$ cat src/rtl/wrr_arbiter.sv
// ============================================================================
// Module   : wrr_arbiter
// Purpose  : Weighted round-robin arbiter with a registered grant that is
//            held until the shared resource reports done.
// Revision : 1.0 - initial release
// ============================================================================
`default_nettype none

module wrr_arbiter #(
  parameter int REQ_NUM  = 4,
  parameter int WEIGHT_W = 4
) (
  input  logic                         clk,
  input  logic                         rst_n,
  input  logic [REQ_NUM-1:0]           reqs,
  input  logic [REQ_NUM*WEIGHT_W-1:0]  weights,
  input  logic                         done,
  output logic [REQ_NUM-1:0]           grants,
  output logic                         grant_valid,
  output logic [$clog2(REQ_NUM)-1:0]   grant_id
);

  localparam int ID_W = $clog2(REQ_NUM);
  localparam logic [ID_W-1:0] c_LAST_ID = ID_W'(REQ_NUM - 1);

  typedef enum logic [0:0] {
    ST_IDLE = 1'b0,
    ST_BUSY = 1'b1
  } state_t;

  state_t              r_state,  w_state_nxt;
  logic [REQ_NUM-1:0]  r_grants, w_grants_nxt;
  logic                r_valid,  w_valid_nxt;
  logic [ID_W-1:0]     r_id,     w_id_nxt;
  logic [ID_W-1:0]     r_ptr,    w_ptr_nxt;
  logic [WEIGHT_W-1:0] r_cnt,    w_cnt_nxt;

  logic [REQ_NUM-1:0]  w_mask;
  logic [REQ_NUM-1:0]  w_pick;
  logic [ID_W-1:0]     w_win;
  logic [ID_W-1:0]     w_win_inc;
  logic [WEIGHT_W-1:0] w_wt;
  logic [WEIGHT_W-1:0] w_ew;
  logic [WEIGHT_W:0]   w_cnt_inc;
  logic                w_rotate;

  // Cyclic search from r_ptr: prefer requesters at or above the pointer,
  // fall back to the lowest requester overall when none are above it.
  always_comb begin
    w_mask = '0;
    for (int i = 0; i < REQ_NUM; i++) begin
      w_mask[i] = (ID_W'(i) >= r_ptr);
    end
    w_pick = (|(reqs & w_mask)) ? (reqs & w_mask) : reqs;
    w_win  = '0;
    for (int i = REQ_NUM - 1; i >= 0; i--) begin
      if (w_pick[i]) begin
        w_win = ID_W'(i);
      end
    end
  end

  assign w_wt      = weights[int'(w_win)*WEIGHT_W +: WEIGHT_W];
  assign w_ew      = (w_wt == '0) ? WEIGHT_W'(1) : w_wt;
  // One extra bit so a weight lowered below the running count cannot wrap.
  assign w_cnt_inc = (w_win == r_ptr) ? ({1'b0, r_cnt} + (WEIGHT_W+1)'(1))
                                      : (WEIGHT_W+1)'(1);
  assign w_rotate  = (w_cnt_inc >= {1'b0, w_ew});
  assign w_win_inc = (w_win == c_LAST_ID) ? '0 : (w_win + ID_W'(1));

  always_ff @(posedge clk or negedge rst_n) begin
    if (!rst_n) begin
      r_state  <= ST_IDLE;
      r_grants <= '0;
      r_valid  <= 1'b0;
      r_id     <= '0;
      r_ptr    <= '0;
      r_cnt    <= '0;
    end else begin
      r_state  <= w_state_nxt;
      r_grants <= w_grants_nxt;
      r_valid  <= w_valid_nxt;
      r_id     <= w_id_nxt;
      r_ptr    <= w_ptr_nxt;
      r_cnt    <= w_cnt_nxt;
    end
  end

  always_comb begin
    w_state_nxt  = r_state;
    w_grants_nxt = r_grants;
    w_valid_nxt  = r_valid;
    w_id_nxt     = r_id;
    w_ptr_nxt    = r_ptr;
    w_cnt_nxt    = r_cnt;
    case (r_state)
      ST_IDLE: begin
        if (|reqs) begin
          w_state_nxt  = ST_BUSY;
          w_grants_nxt = REQ_NUM'(1) << w_win;
          w_valid_nxt  = 1'b1;
          w_id_nxt     = w_win;
          if (w_rotate) begin
            w_ptr_nxt = w_win_inc;
            w_cnt_nxt = '0;
          end else begin
            w_ptr_nxt = w_win;
            w_cnt_nxt = w_cnt_inc[WEIGHT_W-1:0];
          end
        end
      end
      ST_BUSY: begin
        if (done) begin
          w_state_nxt  = ST_IDLE;
          w_grants_nxt = '0;
          w_valid_nxt  = 1'b0;
        end
      end
      default: begin
        w_state_nxt  = ST_IDLE;
        w_grants_nxt = '0;
        w_valid_nxt  = 1'b0;
      end
    endcase
  end

  assign grants      = r_grants;
  assign grant_valid = r_valid;
  assign grant_id    = r_id;

endmodule

`default_nettype wire

$ cat config.mk
export PLATFORM = sky130hd
export DESIGN_NAME = wrr_arbiter
export DESIGN_NICKNAME = d
export VERILOG_FILES = /design/src/rtl/wrr_arbiter.sv
export SDC_FILE = /design/constraint.sdc
export NUM_CORES = 1
export LEC_CHECK = 0
export ABC_AREA = 1
export CORE_MARGIN = 10
export CORE_UTILIZATION = 43
export DETAILED_ROUTE_END_ITERATION = 8
export PLACE_DENSITY_LB_ADDON = 0.25
export SLEW_MARGIN = 10
export SYNTH_ARGS = -nofsm -noshare
export SYNTH_HDL_FRONTEND = slang
export SYNTH_SLANG_ARGS = --single-unit
$ cat constraint.sdc
create_clock -name clk -period 2.95 [get_ports clk]
set_clock_uncertainty 0.2 [all_clocks]
set_input_delay 0.295 -clock clk [delete_from_list [all_inputs] [get_ports clk]]
set_output_delay 0.295 -clock clk [all_outputs]
set_load 0.05 [all_outputs]
==> report_table.html <==
<table>
<tr><th>Metric</th><th>Value</th></tr>
<tr><th colspan="2">Clock network</th></tr>
<tr><td>CTS tree</td><td>yes</td></tr>
<tr><td>Reg clk slew, reported paths</td><td>80 ps</td></tr>
<tr><td>Clock tree buffer depth</td><td>2</td></tr>
<tr><td>CTS buffer count</td><td>3</td></tr>
<tr><td>CTS Root Cell</td><td>sky130_fd_sc_hd__clkbuf_4</td></tr>
<tr><td>Number of sinks handled by clock tree synthesis</td><td>14</td></tr>
<tr><td>H-tree Lvls</td><td>1</td></tr>
<tr><td>Insertion delay to the later sink of the worst-skew pair</td><td>around 270 ps</td></tr>
<tr><td>Total of hold buffers inserted after clock tree synthesis</td><td>0</td></tr>
<tr><th colspan="2">Yosys</th></tr>
<tr><td>Ys Warns</td><td>0</td></tr>
<tr><td>Number of nets in the synthesized netlist</td><td>181</td></tr>
<tr><td>Average cell area after synthesis</td><td>between 7 and 8 um^2</td></tr>
<tr><td>Count of different cell masters after synthesis</td><td>24</td></tr>
<tr><td>Fraction of the yosys area taken by sequential cells</td><td>0.327</td></tr>
<tr><td>Flip-flop and latch count after synthesis</td><td>14</td></tr>
<tr><td>Number of instances in the synthesized netlist</td><td>about 150</td></tr>
<tr><td>Combined area of all synthesized cells</td><td>1070 um^2</td></tr>
<tr><th colspan="2">Global routing</th></tr>
<tr><td>Vias in the first global route</td><td>1104</td></tr>
<tr><td>Maximum number of pins on one net before global-route repair</td><td>15</td></tr>
<tr><td>Gr usage total</td><td>0.107</td></tr>
<tr><td>Antenna violations before repair</td><td>0</td></tr>
<tr><td>Global-route wire length before repair</td><td>4620 um</td></tr>
<tr><td>Global-route congestion overflow total</td><td>0</td></tr>
<tr><th colspan="2">Critical path</th></tr>
<tr><td>Data required time at the worst endpoint</td><td>2960 ps</td></tr>
<tr><td>Crit Path Category</td><td>primary input to register</td></tr>
<tr><td>Startpoint type of the worst setup path</td><td>primary input</td></tr>
<tr><td>Crit path max fanout</td><td>5</td></tr>
<tr><td>R2R Setup Slk</td><td>~50 ps</td></tr>
<tr><td>Endpoint of the lowest-slack register-to-register path</td><td>r_ptr[1]</td></tr>
<tr><td>Reg2Reg Launch Point</td><td>r_ptr[1]</td></tr>
<tr><td>Number of buffer and inverter stages on the critical path</td><td>4</td></tr>
<tr><td>Most common cell type on the critical path</td><td>sky130_fd_sc_hd__nand2_4</td></tr>
<tr><td>Family with the most delay on the worst path</td><td>simple AND/OR/NAND/NOR gates</td></tr>
<tr><td>Cell with the largest stage delay on the worst path</td><td>sky130_fd_sc_hd__clkdlybuf4s50_1</td></tr>
<tr><td>Peak per-stage delay on the critical path</td><td>roughly 460 ps</td></tr>
<tr><td>Critical-path cell list</td><td>clkdlybuf4s50_1, nand2_2, nand4_1, nand2_2, inv_2, nand2_4, buf_6, nand2_4, nand2_4, nand2_8, nor2_4, ha_4, a21boi_1, o21ai_1, nand2_1, a21oi_2, buf_6, nand2_4, nand2_1, nand3_1, nand2_1</td></tr>
<tr><td>Data arrival time at the worst-slack endpoint</td><td>approximately 3000 ps</td></tr>
<tr><td>R2R cell count</td><td>21</td></tr>
<tr><td>Category of the worst setup path capture point</td><td>register</td></tr>
<tr><th colspan="2">Route</th></tr>
<tr><td>Average via count per standard cell</td><td>~5</td></tr>
<tr><td>Residual DRC</td><td>0</td></tr>
<tr><td>Avg WL per Cell</td><td>13.5 um</td></tr>
<tr><td>Total detailed-routing wirelength</td><td>~3100 um</td></tr>
<tr><td>Number of nets with antenna violations after routing</td><td>0</td></tr>
<tr><td>Vias after detailed routing</td><td>1185</td></tr>
<tr><td>Detailed Route Iter0 Violations</td><td>32</td></tr>
<tr><td>Number of detailed-routing iterations run before antenna repair</td><td>4</td></tr>
<tr><th colspan="2">Floorplanning</th></tr>
<tr><td>Die H</td><td>69.9 um</td></tr>
<tr><td>Die ar.</td><td>between 4000 and 5000 um^2</td></tr>
<tr><td>Die X-Extent</td><td>69.9 um</td></tr>
<tr><td>Initial core utilization</td><td>0.441</td></tr>
<tr><td>Standard-cell row count</td><td>18</td></tr>
<tr><td># IOs</td><td>30</td></tr>
<tr><td>Core area</td><td>2430 um^2</td></tr>
<tr><th colspan="2">Timing</th></tr>
<tr><td>Post-route clock period utilization</td><td>0.988</td></tr>
<tr><td>Worst slew pin tran</td><td>602 ps</td></tr>
<tr><td>Post-layout minimum cycle time</td><td>2920 ps</td></tr>
<tr><td>Setup violations, final</td><td>0</td></tr>
<tr><td>Rel. slew slack</td><td>0.598</td></tr>
<tr><td>Final hold slack</td><td>198 ps</td></tr>
<tr><td>Number of hold-slack violations in the final timing report</td><td>0</td></tr>
<tr><td>Setup repair after global routing missed its margin</td><td>yes</td></tr>
<tr><td>Final-report max-slew violation count</td><td>0</td></tr>
<tr><td>Max Clock Freq</td><td>343 MHz</td></tr>
<tr><th colspan="2">Placement</th></tr>
<tr><td>HPWL reported at the end of detailed placement</td><td>2340 um</td></tr>
<tr><td>Quantity of I/O buffers inserted on ports</td><td>29</td></tr>
<tr><td>Routability congestion estimate</td><td>0.831</td></tr>
<tr><td>Number of cells after detailed placement</td><td>219</td></tr>
<tr><th colspan="2">Job</th></tr>
<tr><td>Max Cap Viol</td><td>0</td></tr>
<tr><th colspan="2">Final layout</th></tr>
<tr><td>Highest-count cells in the layout ignoring fill and taps</td><td>41 x sky130_fd_sc_hd__nand2_1, 29 x sky130_fd_sc_hd__clkdlybuf4s50_1, 21 x sky130_fd_sc_hd__buf_4, 14 x sky130_fd_sc_hd__nand3_1</td></tr>
<tr><td>Final design utilization</td><td>0.724</td></tr>
<tr><td>Syn-to-layout area delta</td><td>64.2%</td></tr>
<tr><td>Most frequent standard cell in the layout excluding fill and tap cells</td><td>sky130_fd_sc_hd__nand2_1</td></tr>
<tr><td>Ant. Diodes</td><td>0</td></tr>
<tr><td>Share of post-route cells with drive strength above 1</td><td>0.345</td></tr>
<tr><td>Number of nets in the finished design</td><td>about 240</td></tr>
<tr><td>Cell Count, Final, Fillers Out</td><td>233</td></tr>
<tr><th colspan="2">Pwr</th></tr>
<tr><td>Pwr/cell area</td><td>997 nW/um^2</td></tr>
<tr><td>Highest ir drop seen on vdd</td><td>approximately 0.53 mV</td></tr>
<tr><td>Static power due to leakage</td><td>0.862 nW</td></tr>
<tr><th colspan="2">Run status</th></tr>
<tr><td>Result of the run</td><td>finished clean</td></tr>
<tr><th colspan="2">Min path</th></tr>
<tr><td>Hold Crit Class</td><td>primary input to asynchronous set/reset pin</td></tr>
</table>
-- cell families after synthesis --
kind of cell | share of synthesized area
AND/OR/NAND/NOR | 0.424
buffers and inverters | 0.0793
AO/OA/AOI/OAI | 0.0572
flip-flops | 0.327
adder cells (fa/ha/maj) | 0.105
XOR/XNOR | 0.00817
-- routing by layer --
layer	GRT usage	part of all wire
met5	0	0
met4	0.0395	0.033
met3	0.0212	0.051
met2	0.204	0.51
met1	0.111	0.41
-- layout make-up --
type / count / area (um^2)
fillers: 186 / 672
multi-input cells: 115 / 777
clock buffers: 4 / 36.3
repair buffers: 54 / 493
flip-flops and latches: 14 / 352
inverters: 16 / 65.1
well taps: 30 / 37.5
-- report_power, final --
group	internal [mW]	leakage (nW)	switching, mW
registers	0.268	0.176	0.0606
clock network	0.0749	0.0210	0.0586
logic	0.557	0.665	0.736
total	0.900	0.862	0.856
-- how the worst max path moves through the flow --
stage	from	slack [ps]	cells after the start	endpoint
after floorplan	r_ptr[1]	210	20	r_cnt[2]
after CTS	r_ptr[1]	10	23	r_cnt[1]
after global routing	r_ptr[1]	-100	21	r_ptr[1]
after detailed placement	reqs[1]	-280	23	r_cnt[1]
after global placement	reqs[1]	-170	23	r_cnt[2]
final	reqs[1]	30	21	r_ptr[1]
-- flip-flops by register name (all words and copies together) (netlist names) --
register	flops
grants	4
r_cnt	4
r_ptr	2
r_state	1
grant_valid	1
grant_id	2
-- cell usage after synthesis, drive strengths merged --
cell	instances	area (um^2)
nand4	3	18.8
a21oi	1	5.00
o21bai	1	7.51
nand2	59	256
nor2	10	40.0
xor2	1	8.76
nor3b	1	18.8
dfrtp	14	350
o31ai	1	7.51
o21ai	3	15.0
o22ai	2	18.8
clkbuf	1	3.75
ha	9	113
a21boi	1	7.51
nand3	23	120
inv	16	60.1
buf	3	21.3
-- per-stage QoR --
| stage | setup slack [ps] | setup TNS (ps) | total power, mW | instance area (um^2) |
|---|---|---|---|---|
| 2_1_floorplan | 206 | 0 | 0.947 | 1070 |
| 3_5_place_dp | -285 | -1490 | 1.30 | 1490 |
| 5_1_grt | -100 | -384 | 1.88 | 1760 |
| 6_report | 34.3 | 0 | 1.76 | 1760 |
| 3_3_place_gp | -175 | -833 | 1.25 | 1490 |
| 4_1_cts | 11.6 | 0 | 1.43 | 1520 |
-- repair_timing --
item                                    CTS  global route
gates resized for setup                   1            43
setup buffers                             0             9
pin swaps                                 0            21
gates cloned                              0             1
endpoints found under the setup margin    2             6
(Power assumes the default switching activity.)
